File: config.mk
export PLATFORM = sky130hd
export DESIGN_NAME = fixed_point_mux_arbiter
export DESIGN_NICKNAME = d
export VERILOG_FILES = /design/src/rtl/fxp_mux_pkg.sv /design/src/rtl/rr_picker.sv /design/src/rtl/fixed_point_mux_arbiter.sv
export SDC_FILE = /design/constraint.sdc
export NUM_CORES = 1
export LEC_CHECK = 0
export CAP_MARGIN = 0
export CORE_MARGIN = 2
export CORE_UTILIZATION = 38
export DETAILED_ROUTE_END_ITERATION = 8
export HOLD_SLACK_MARGIN = 0.08
export PLACE_DENSITY = 0.89
export SETUP_SLACK_MARGIN = 0.05
export SKIP_LAST_GASP = 1
export SLEW_MARGIN = 10
export SYNTH_ARGS = -nofsm -noshare
export SYNTH_HDL_FRONTEND = slang
export SYNTH_HIERARCHICAL = 1
export SYNTH_SLANG_ARGS = --single-unit
File: constraint.sdc
create_clock -name clock -period 2.9 [get_ports clock]
set_input_delay 0.29 -clock clock [delete_from_list [all_inputs] [get_ports clock]]
set_output_delay 0.29 -clock clock [all_outputs]
set_load 0.01 [all_outputs]
File: src/rtl/fxp_mux_pkg.sv
// Shared types and constants for the fixed-point mux arbiter and its helpers.
// Samples are opaque signed Qm.n words; nothing here does arithmetic on them.
package fxp_mux_pkg;

    localparam int DEF_N  = 4;
    localparam int DEF_W  = 16;
    localparam int DEF_BP = 8;

    function automatic int clog2(input int v);
        int r;
        for (r = 0; (1 << r) < v; r++) begin
        end
        return r;
    endfunction

    typedef enum logic {IDLE = 1'b0, LOCK = 1'b1} state_e;

    typedef struct packed {
        logic [DEF_W-1:0] data;
        logic             last;
    } beat_t;

endpackage

File: src/rtl/rr_picker.sv
// Combinational round-robin picker: first asserted request at or after ptr_i,
// wrapping modulo N. Returns the pick as one-hot and as an index.
module rr_picker #(
    parameter int N    = 4,
    parameter int IDXW = 2
) (
    input  logic [N-1:0]    req_i,
    input  logic [IDXW-1:0] ptr_i,
    output logic [N-1:0]    grant_o,
    output logic [IDXW-1:0] idx_o,
    output logic            valid_o
);

    int              c;
    logic [IDXW-1:0] ci;

    always_comb begin
        c       = 0;
        ci      = '0;
        idx_o   = '0;
        valid_o = 1'b0;
        for (int k = 0; k < N; k++) begin
            // ptr_i is always < N, so a single subtract is enough to wrap
            c = int'(ptr_i) + k;
            if (c >= N) c = c - N;
            ci = IDXW'(c);
            if (!valid_o && req_i[ci]) begin
                valid_o = 1'b1;
                idx_o   = ci;
            end
        end
        grant_o = valid_o ? (N'(1) << idx_o) : '0;
    end

endmodule

File: src/rtl/fixed_point_mux_arbiter.sv
// Round-robin N:1 mux for fixed-point sample streams with packet lock and a
// single registered output stage. Samples pass through bit-exact.
module fixed_point_mux_arbiter
    import fxp_mux_pkg::*;
#(
    parameter int N    = DEF_N,
    parameter int W    = DEF_W,
    parameter int BP   = DEF_BP,
    parameter int IDXW = clog2(DEF_N)
) (
    input  logic            clock,
    input  logic            reset,
    input  logic [N-1:0]    in_valid,
    output logic [N-1:0]    in_ready,
    input  logic [N*W-1:0]  in_bits,
    input  logic [N-1:0]    in_last,
    output logic            out_valid,
    input  logic            out_ready,
    output logic [W-1:0]    out_bits,
    output logic            out_last,
    output logic [IDXW-1:0] out_idx,
    output logic            busy
);

    if (IDXW != clog2(N) || N < 2 || BP < 0 || BP > W) begin : g_bad_cfg
        $error("fixed_point_mux_arbiter: inconsistent N/IDXW/BP/W");
    end

    state_e          state_q;
    logic [IDXW-1:0] grant_q, rr_ptr_q;
    logic            out_valid_q, out_last_q;
    logic [W-1:0]    out_bits_q;
    logic [IDXW-1:0] out_idx_q;

    logic [N-1:0][W-1:0] bits_v;
    logic [N-1:0]        pick_oh;
    logic [IDXW-1:0]     pick_idx, sel;
    logic                pick_vld, slot_free, xfer;

    assign bits_v = in_bits;

    rr_picker #(.N(N), .IDXW(IDXW)) u_pick (
        .req_i   (in_valid),
        .ptr_i   (rr_ptr_q),
        .grant_o (pick_oh),
        .idx_o   (pick_idx),
        .valid_o (pick_vld)
    );

    function automatic logic [IDXW-1:0] wrap_inc(input logic [IDXW-1:0] x);
        return (int'(x) == N - 1) ? '0 : x + 1'b1;
    endfunction

    assign slot_free = !out_valid_q || out_ready;
    assign sel       = (state_q == LOCK) ? grant_q : pick_idx;

    always_comb begin
        in_ready = '0;
        if (state_q == LOCK) in_ready[grant_q] = slot_free;
        else if (pick_vld)   in_ready = pick_oh & {N{slot_free}};
    end

    assign xfer = |(in_valid & in_ready);

    always_ff @(posedge clock or posedge reset) begin
        if (reset) begin
            state_q     <= IDLE;
            grant_q     <= '0;
            rr_ptr_q    <= '0;
            out_valid_q <= 1'b0;
            out_bits_q  <= '0;
            out_last_q  <= 1'b0;
            out_idx_q   <= '0;
        end else begin
            if (xfer) begin
                out_valid_q <= 1'b1;
                out_bits_q  <= bits_v[sel];
                out_last_q  <= in_last[sel];
                out_idx_q   <= sel;
                // a packet's last beat always releases the mux and advances fairness
                if (in_last[sel]) begin
                    state_q  <= IDLE;
                    rr_ptr_q <= wrap_inc(sel);
                end else if (state_q == IDLE) begin
                    state_q <= LOCK;
                    grant_q <= sel;
                end
            end else if (out_ready) begin
                out_valid_q <= 1'b0;
            end
        end
    end

    assign out_valid = out_valid_q;
    assign out_bits  = out_bits_q;
    assign out_last  = out_last_q;
    assign out_idx   = out_idx_q;
    assign busy      = (state_q == LOCK);

endmodule

Yosys cells after proc, flatten, opt, wreduce, memory -nomap -nowiden --
Index checks and enable logic that the tools add are counted.
Operators by class: add/subtract/negate cells 8, magnitude comparators 11, eq/ne operators 1, shift operators 1, muxes and demuxes 34, bitwise logic cells 5, reductions and logical operators 13
Operators with widths (number):
- $bmux W16 S2 | 1
- $mux W2 | 10
- $lt A2 B3 Y1 const B | 6
- $mux W16 | 1
- $mux W1 | 13
- $and A4 B4 Y4 | 3
- $mux W4 | 3
- $bmux W1 S2 | 5
- $ge A3 B3 Y1 const B | 3
- $sub A2 B1 Y2 const B | 4
- $add A2 B2 Y3 const B | 2
- $logic_and A1 B1 Y1 | 4
- $logic_not A1 Y1 | 4
- $reduce_or A4 Y1 | 1
- $shl A1 B2 Y4 const A | 1
- $add A2 B1 Y3 const B | 1
- $ge A2 B3 Y1 const B | 1
- $reduce_and A3 Y1 | 1
- $add A2 B1 Y2 const B | 1
- $demux W1 S2 | 1
- $eq A2 B1 Y1 const B | 1
- $ge A2 B1 Y1 const B | 1
- $not A1 Y1 | 2
- $reduce_and A2 Y1 | 1
- 2 further kinds | 2
Word-level totals: flip-flop bits (word level) 25, output and inout bits 25, logic and storage cells 80

Depth between registers and ports, before layout --
Gate-level depths: netlist of run 1.
depth after elaboration 22, depth in mapped cells 10, gate-level depth less buffers 8

Cells and area by module --
Netlist of run 1, hierarchy kept.
Modules (own cells, without submodules):
- fixed_point_mux_arbiter | times used 1, cells an instance 108, area each 1572.8 um2, seq. area each 625.6 um2
- rr_picker | times used 1, cells an instance 32, area each 182.7 um2, seq. area each 0.0 um2

Worst setup path after synthesis of run 1 --
OpenSTA, ideal clock, no wires.
path type reg2reg, start point reg rr_ptr_q[0], end point reg out_bits_q[2] (netlist: out_bits[2]), arrival time 2.083 ns, required time 2.773 ns, slack 0.690 ns, cell stages (with the launch flop) 8, buffers on the path 1, cells stage by stage dfrtp_1 > nand2b_2 > a21oi_1 > a211oi_2 > mux2i_1 > buf_2 > mux4_2 > mux2_1
Between the ends: cells in the longest elaborated chain, start to end 21
RTL lines:
- start, declared | RTL line fixed_point_mux_arbiter.sv:30 | logic [IDXW-1:0] grant_q, rr_ptr_q;
- start signal, assigned | RTL line fixed_point_mux_arbiter.sv:83 | rr_ptr_q <= wrap_inc(sel);
- branches (longest 13 deep; another with $add A2 B1 Y3)
- $mux W2 * | RTL line rr_picker.sv:27 | if (!valid_o && req_i[ci]) begin
- via pick_idx[0] | RTL line fixed_point_mux_arbiter.sv:37 | logic [IDXW-1:0] pick_idx, sel;
- $shl A1 B2 Y4 | RTL line rr_picker.sv:32 | grant_o = valid_o ? (N'(1) << idx_o) : '0;
- $mux W4 | RTL line rr_picker.sv:32
- $and A4 B4 Y4 | RTL line fixed_point_mux_arbiter.sv:60 | else if (pick_vld) in_ready = pick_oh & {N{slot_free}};
- $mux W4 | RTL line fixed_point_mux_arbiter.sv:60
- $mux W4 | RTL line fixed_point_mux_arbiter.sv:59 | if (state_q == LOCK) in_ready[grant_q] = slot_free;
- $and A4 B4 Y4 | RTL line fixed_point_mux_arbiter.sv:63 | assign xfer = |(in_valid & in_ready);
- $reduce_or A4 Y1 | RTL line fixed_point_mux_arbiter.sv:63
- end signal, assigned | RTL line fixed_point_mux_arbiter.sv:77 | out_bits_q <= bits_v[sel];
- end, declared | RTL line fixed_point_mux_arbiter.sv:32 | logic [W-1:0] out_bits_q;
Mark *: on every way through the listed nets, which the timed path passes. The select of a mux whose other input is x is not followed. A chain may end at the register's enable or synchronous reset.

Worst setup path after layout of run 1 --
start point reg rr_ptr_q[1], end point reg grant_q[0]
Between the ends: cells in the longest elaborated chain, start to end 22
RTL lines:
- branches (longest 13 deep; another with $add A2 B1 Y3)
- $mux W2 * | RTL line rr_picker.sv:27
- via pick_idx[1] | RTL line fixed_point_mux_arbiter.sv:37
- $shl A1 B2 Y4 | RTL line rr_picker.sv:32
- $mux W4 | RTL line rr_picker.sv:32
- $and A4 B4 Y4 | RTL line fixed_point_mux_arbiter.sv:60
- $mux W4 | RTL line fixed_point_mux_arbiter.sv:60
- $mux W4 | RTL line fixed_point_mux_arbiter.sv:59
- $and A4 B4 Y4 | RTL line fixed_point_mux_arbiter.sv:63
- $reduce_or A4 Y1 | RTL line fixed_point_mux_arbiter.sv:63
- $reduce_and A3 Y1 (no line) *
- end signal, assigned | RTL line fixed_point_mux_arbiter.sv:86 | grant_q <= sel;
- end, declared | RTL line fixed_point_mux_arbiter.sv:30
Marked as above.

==> metrics.txt, run 1 <==
TritonCTS Sinks=25; via count=1605; Net Sw Frac=0.3656; FF+latch count, synth=25; fmax=377.0 MHz; Tcrit/Tclk final=0.9148; Power Dens Cells=949.3 nW/um^2; height of the die=71.97 um; vias in the first global route=approximately 1700; clock skew=0.004786 ns; placed insts=289; critical path class=register to register; Syn Area/Cell=12.54 sq um; core area=between 4000 and 5000 sq um; cts hold-fix bufs=0; Hold Startpoint=out_last$_DFFE_PP0P_; Seq pwr share=0.257; Synth Net Count=215; DRT iter0 DRCs=98; CTS buffer count=3; Worst EP required=a little over 3 ns; switching pwr=1.001 mW; total power=between 2 and 3 mW; Row Count=24; mapped cell area=about 1800 sq um; Final Cell Area=between 2000 and 3000 sq um; internal cell power=1.738 mW; fin cells=a little under 300; Static Leakage=about 1.2 nW; Post-CTS Setup Inserts=0; register area share after synthesis=0.3564; initial core utilization=0.3977; DRT antenna net count=0; post-CTS sizing=0; status=completed; Tightest Pin Transition=~0.94 ns; post-route minimum period=2.653 ns; drt total wl=~4600 um; Die ar.=5179 sq um; Ports=100; Ys Warns=6; antenna violations before repair=0; drt drc=0; Post-DP Area=2840 sq um; DR vias/cell=5.478; root buf cell=clkbuf_8; startpoint types=register; worst hold slack=0.4843 ns; maximum clock path buffer count=2; crit-path max FO=12; combinational power share=0.669; gpl congestion=about 0.82; Fin. Hold Viols=0; number of antenna diodes=0; CTS tree=done; worst setup path startpoint=rr_ptr_q[1]$_DFFE_PP0P_; endpoint class of the critical path=register; # setup viols final=0; DP HPWL=3721 um; GRT Overall Usage=0.1854; share of cells above drive strength 1=0.1784; clk slew on worst S/H paths=around 0.08 ns; maximum VDD drop=around 430 uV; setup TNS=0 ns; slew margin rel.=0.3747; first-pass GRT wire length=7534 um; IO Port Bufs=99; Die X=71.97 um; RR Startpoint=rr_ptr_q[1]$_DFFE_PP0P_; largest net degree at the start of global routing=26; Maximum Capacitance Violations=0; Post-Syn Instances=140; Pre-antenna DRT Iters=4; Distinct cells, synth=34; worst-skew pair later-pin latency=0.27 ns; RSZ-0062 raised after global routing=false; total grt overflow=0; Avg WL per Cell=15.66 um; H-Tree Level Count=1; Worst EP arrival=2.81 ns; nets@finish=317; Final Slew Violations=0; Worst Hold Class=register to register; Area growth syn-to-layout=64.36%; clock power share=0.074
## synth_stat cells, drive strengths merged
library cell | number | area share
a21o | 1 | 0.0043
nor2 | 6 | 0.013
a22oi | 2 | 0.014
nand2b | 4 | 0.016
a221oi | 1 | 0.0050
mux2 | 20 | 0.13
inv | 9 | 0.019
o21ai | 4 | 0.011
a32o | 2 | 0.011
mux4 | 16 | 0.21
a211oi | 3 | 0.016
o211a | 2 | 0.011
xor2 | 1 | 0.0050
nor2b | 4 | 0.016
a21oi | 8 | 0.031
o22ai | 1 | 0.0071
nand2 | 5 | 0.011
a2111o | 1 | 0.0064
and2 | 4 | 0.014
nor3 | 2 | 0.0057
a22o | 3 | 0.015
a311oi | 1 | 0.0050
mux2i | 7 | 0.040
buf | 8 | 0.033
dfrtp | 25 | 0.36
## metal layers
| metal | up-vias | part of all wire | track usage |
|---|---|---|---|
| met1 | 786 | 0.38 | 0.2179 |
| met4 | 0 | 0.0054 | 0.03564 |
| li1 | 741 | - | - |
| met5 | - | 0 | 0 |
| met3 | 4 | 0.098 | 0.05972 |
| met2 | 74 | 0.52 | 0.3344 |
## cells in the final DEF (no fill, tap or decap), types with 2 or more instances in the layout
cell type and instances:
nand2_1 5, and2_1 4, mux2_1 12, buf_12 2
o21ai_0 3, a211oi_1 2, mux2_2 8, nand2b_1 3
dfrtp_1 25, a22o_1 3, inv_1 9, a22oi_2 2
buf_4 4, nor2_1 6, nor3_1 2, clkbuf_8 3
a21oi_1 6, nor2b_1 3, o211a_1 2, a32o_1 2
mux2i_1 5, mux4_2 16, clkdlybuf4s50_1 99
## state kept, by name, indices dropped and copies added (netlist names)
name,cells
out_bits,16
grant_q,2
out_idx,2
rr_ptr_q,2
busy,1
out_last,1
out_valid,1
## metrics by stage
step | setup slack (ns) | utilization
after floorplan | 0.6895 | -
after global placement | -0.001505 | 0.6434
after detailed placement | -0.005693 | 0.6434
after CTS | 0.2518 | 0.6536
after global routing | 0.09192 | 0.6536
final | 0.2471 | 0.6536
## critical path, cell delays in order (launching register included)
cell and delay [ns]:
dfrtp_1 0.59, a21oi_1 0.11, o21ai_0 0.19, a21oi_1 0.17, mux2i_2 0.31, mux2i_1 0.31
a21oi_1 0.12, a2111o_1 0.43, mux2_1 0.32
## cell type report
class,instances,area [sq um]
clock buffers,4,45.04
inverters,9,33.78
well taps,52,65.06
multi-input cells,98,1055
flip-flops and latches,25,625.6
repair buffers,105,1061
fillers,348,1529
## power by group through the flow
stage / Sequential, mW / Combinational (mW) / Clock [mW]
2_1_floorplan: 0.713 / 1.12 / 0
3_3_place_gp: 0.702 / 1.81 / 0
3_5_place_dp: 0.710 / 1.85 / 0
4_1_cts: 0.704 / 1.86 / 0.210
5_1_grt: 0.729 / 1.98 / 0.228
6_report: 0.703 / 1.83 / 0.204
## logic make-up (layout without fill, tap and decap cells)
logic type | Yosys count | in the layout | synth area share
mux | 43 | 43 | 0.3735
compound gates | 29 | 29 | 0.1383
flops | 25 | 25 | 0.3564
simple gates | 25 | 25 | 0.07484
buf+inv | 17 | 118 | 0.05203
xor+xnor | 1 | 1 | 0.004990
## path summary, 6_finish.rpt
check	cells past startpoint	end	slack, ns
max	8	grant_q[0]$_DFFE_PP0P_	0.25
max in group asynchronous	2	out_valid$_DFFE_PP0P_	1.80
min	1	out_last$_DFFE_PP0P_	0.48
min reg2reg	1	out_last$_DFFE_PP0P_	0.48
max reg2reg	8	grant_q[0]$_DFFE_PP0P_	0.25
min in group asynchronous	2	out_bits[15]$_DFFE_PP0P_	0.53
No activity file was read; power rests on OpenSTA's default activity.
==> inputs of run 2 (changes only) <==
Settings changed: PLACE_DENSITY 0.89 to 0.79.
==> metrics.txt, run 2 (synthesis results as in run 1) <==
antenna violations before repair=0 (unchanged); drt total wl=4390 um (was 4589 um); Tcrit/Tclk final=0.9041 (was 0.9148); H-Tree Level Count=1 (unchanged); Area growth syn-to-layout=63.01% (was 64.36%); worst-skew pair later-pin latency=0.27 ns (about the same); commonest cells after routing, fill and taps aside=clkdlybuf4s50_1, dfrtp_1, mux4_2 (unchanged); # setup viols final=0 (unchanged); first-pass GRT wire length=7079 um (was 7534 um); via count=1546 (was 1605); Ports=100 (unchanged); clock skew=0.008344 ns (was 0.004786 ns); buffers plus inverters on the worst setup path=2 (was 0); share of cells above drive strength 1=0.1757 (was 0.1784); Final Slew Violations=0 (unchanged); total grt overflow=0 (unchanged); Tightest Pin Transition=0.9562 ns (was 0.9370 ns); Fin. Hold Viols=0 (unchanged); Final Cell Area=2861 sq um (was 2885 sq um); total power=2.710 mW (was 2.739 mW); Pre-antenna DRT Iters=4 (unchanged); DP HPWL=3551 um (was 3721 um); crit-path max FO=19 (was 12); number of antenna diodes=0 (unchanged); nets@finish=315 (was 317); highest metal used=met4 (unchanged); Static Leakage=1.138 nW (was 1.153 nW); DR vias/cell=5.313 (was 5.478); Power Dens Cells=947.1 nW/um^2 (was 949.3 nW/um^2); maximum VDD drop=466.5 uV (was 429.5 uV); Worst EP arrival=2.77 ns (was 2.81 ns); TritonCTS Sinks=25 (unchanged); crit-path cells=clkdlybuf4s50_1 > nand2b_2 > a21oi_2 > a21oi_1 > mux2i_2 > buf_4 > mux2i_1 > mux2i_1 > o211a_1 > mux2_1 (was a21oi_1 > o21ai_0 > a21oi_1 > mux2i_2 > mux2i_1 > a21oi_1 > a2111o_1 > mux2_1); initial core utilization=0.3977 (unchanged); Post-DP Area=2813 sq um (was 2840 sq um); max FFs per register=16 (unchanged); drt drc=0 (unchanged); gpl congestion=0.8683 (was 0.8246); Worst EP required=3.05 ns (about the same); CP max stage delay=0.64 ns (was 0.59 ns); CTS tree=done (unchanged); R2R setup slack=0.38 ns (was 0.25 ns); post-route minimum period=2.622 ns (was 2.653 ns); cts hold-fix bufs=0 (unchanged); DRT iter0 DRCs=114 (was 98); core area=4414 sq um (unchanged); clk slew on worst S/H paths=0.09 ns (was 0.08 ns); CP most frequent cell=mux2i_1 (was a21oi_1); CTS buffer count=3 (unchanged); CP max stage cell=clkdlybuf4s50_1 (was dfrtp_1); most common cell after layout, fill and taps aside=clkdlybuf4s50_1 (unchanged); largest net degree at the start of global routing=26 (unchanged); status=completed (unchanged); fmax=381.4 MHz (was 377.0 MHz); CP top delay family=buffers and inverters (was compound AO/OA/AOI/OAI gates); vias in the first global route=1588 (was 1687); Die ar.=5179 sq um (unchanged); Post-CTS Setup Inserts=0 (unchanged); maximum clock path buffer count=2 (unchanged); routed length on met1=1725 um (was 1724 um); critical path class=primary input to register (was register to register); height of the die=71.97 um (unchanged); Maximum Capacitance Violations=0 (unchanged); RSZ-0062 raised after global routing=false (unchanged); met2 wire len=2239 um (was 2391 um); GRT Overall Usage=0.1739 (was 0.1854); DRT antenna net count=0 (unchanged); post-CTS sizing=0 (unchanged); startpoint types=primary input (was register); DR WL met3=402 um (was 448 um); Worst Hold Class=register to register (unchanged); Die X=71.97 um (unchanged); Avg WL per Cell=15.09 um (was 15.66 um); endpoint class of the critical path=register (unchanged); IO Port Bufs=99 (unchanged); Row Count=24 (unchanged); root buf cell=clkbuf_8 (unchanged); slew margin rel.=0.3619 (was 0.3747)
run 2: path summary, 6_finish.rpt:
path / from / endpoint / cells past startpoint
worst max-delay path: in_valid[0] / rr_ptr_q[0]$_DFFE_PP0P_ / 10
worst min-delay path: out_bits[14]$_DFFE_PP0P_ / out_bits[14]$_DFFE_PP0P_ / 1
worst max register to register: rr_ptr_q[1]$_DFFE_PP0P_ / rr_ptr_q[0]$_DFFE_PP0P_ / 9
worst min register to register: out_bits[14]$_DFFE_PP0P_ / out_bits[14]$_DFFE_PP0P_ / 1
max in group asynchronous: reset / out_idx[0]$_DFFE_PP0P_ / 2
min in group asynchronous: reset / out_bits[10]$_DFFE_PP0P_ / 2
run 2: metrics by stage:
stage	setup TNS, ns	setup slack (ns)	hold WS (ns)	util	std cells
final	0	0.2781	0.4912	0.6482	291
after global routing	0	0.1110	0.5125	0.6482	291
after CTS	0	0.2981	0.4951	0.6482	291
after detailed placement	0	0.02858	0.4735	0.6372	287
after global placement	-0.05550	-0.02828	0.4616	0.6372	287
after floorplan	0	0.6895	0.3173	-	140
run 2: per-layer routing:
metal | up-vias | GRT usage
li1 | 732 | -
met1 | 747 | 0.2144
met4 | 0 | 0.05031
met2 | 65 | 0.2963
met5 | - | 0
met3 | 2 | 0.05278
run 2: power breakdown:
group          internal (mW)  total, mW  switching (mW)
clock                 0.0972      0.208           0.111
sequential             0.535      0.695           0.159
combinational           1.09       1.81           0.721
run 2: worst reg2reg max path, delay by kind of cell (launching register included):
kind	cells	cell delay [ns]
buf+inv	1	0.33
mux	4	0.86
flops	1	0.57
compound gates	4	0.65
run 2: layout make-up:
| class | instances | area, sq um |
|---|---|---|
| Clock buffer | 3 | 41.29 |
| Timing Repair Buffer | 103 | 1033 |
| Fill cell | 365 | 1553 |
| Multi-Input combinational cell | 98 | 1055 |
| Tap cell | 52 | 65.06 |
| Inverter | 9 | 33.78 |
| Clock inverter | 1 | 7.507 |
| Sequential cell | 25 | 625.6 |
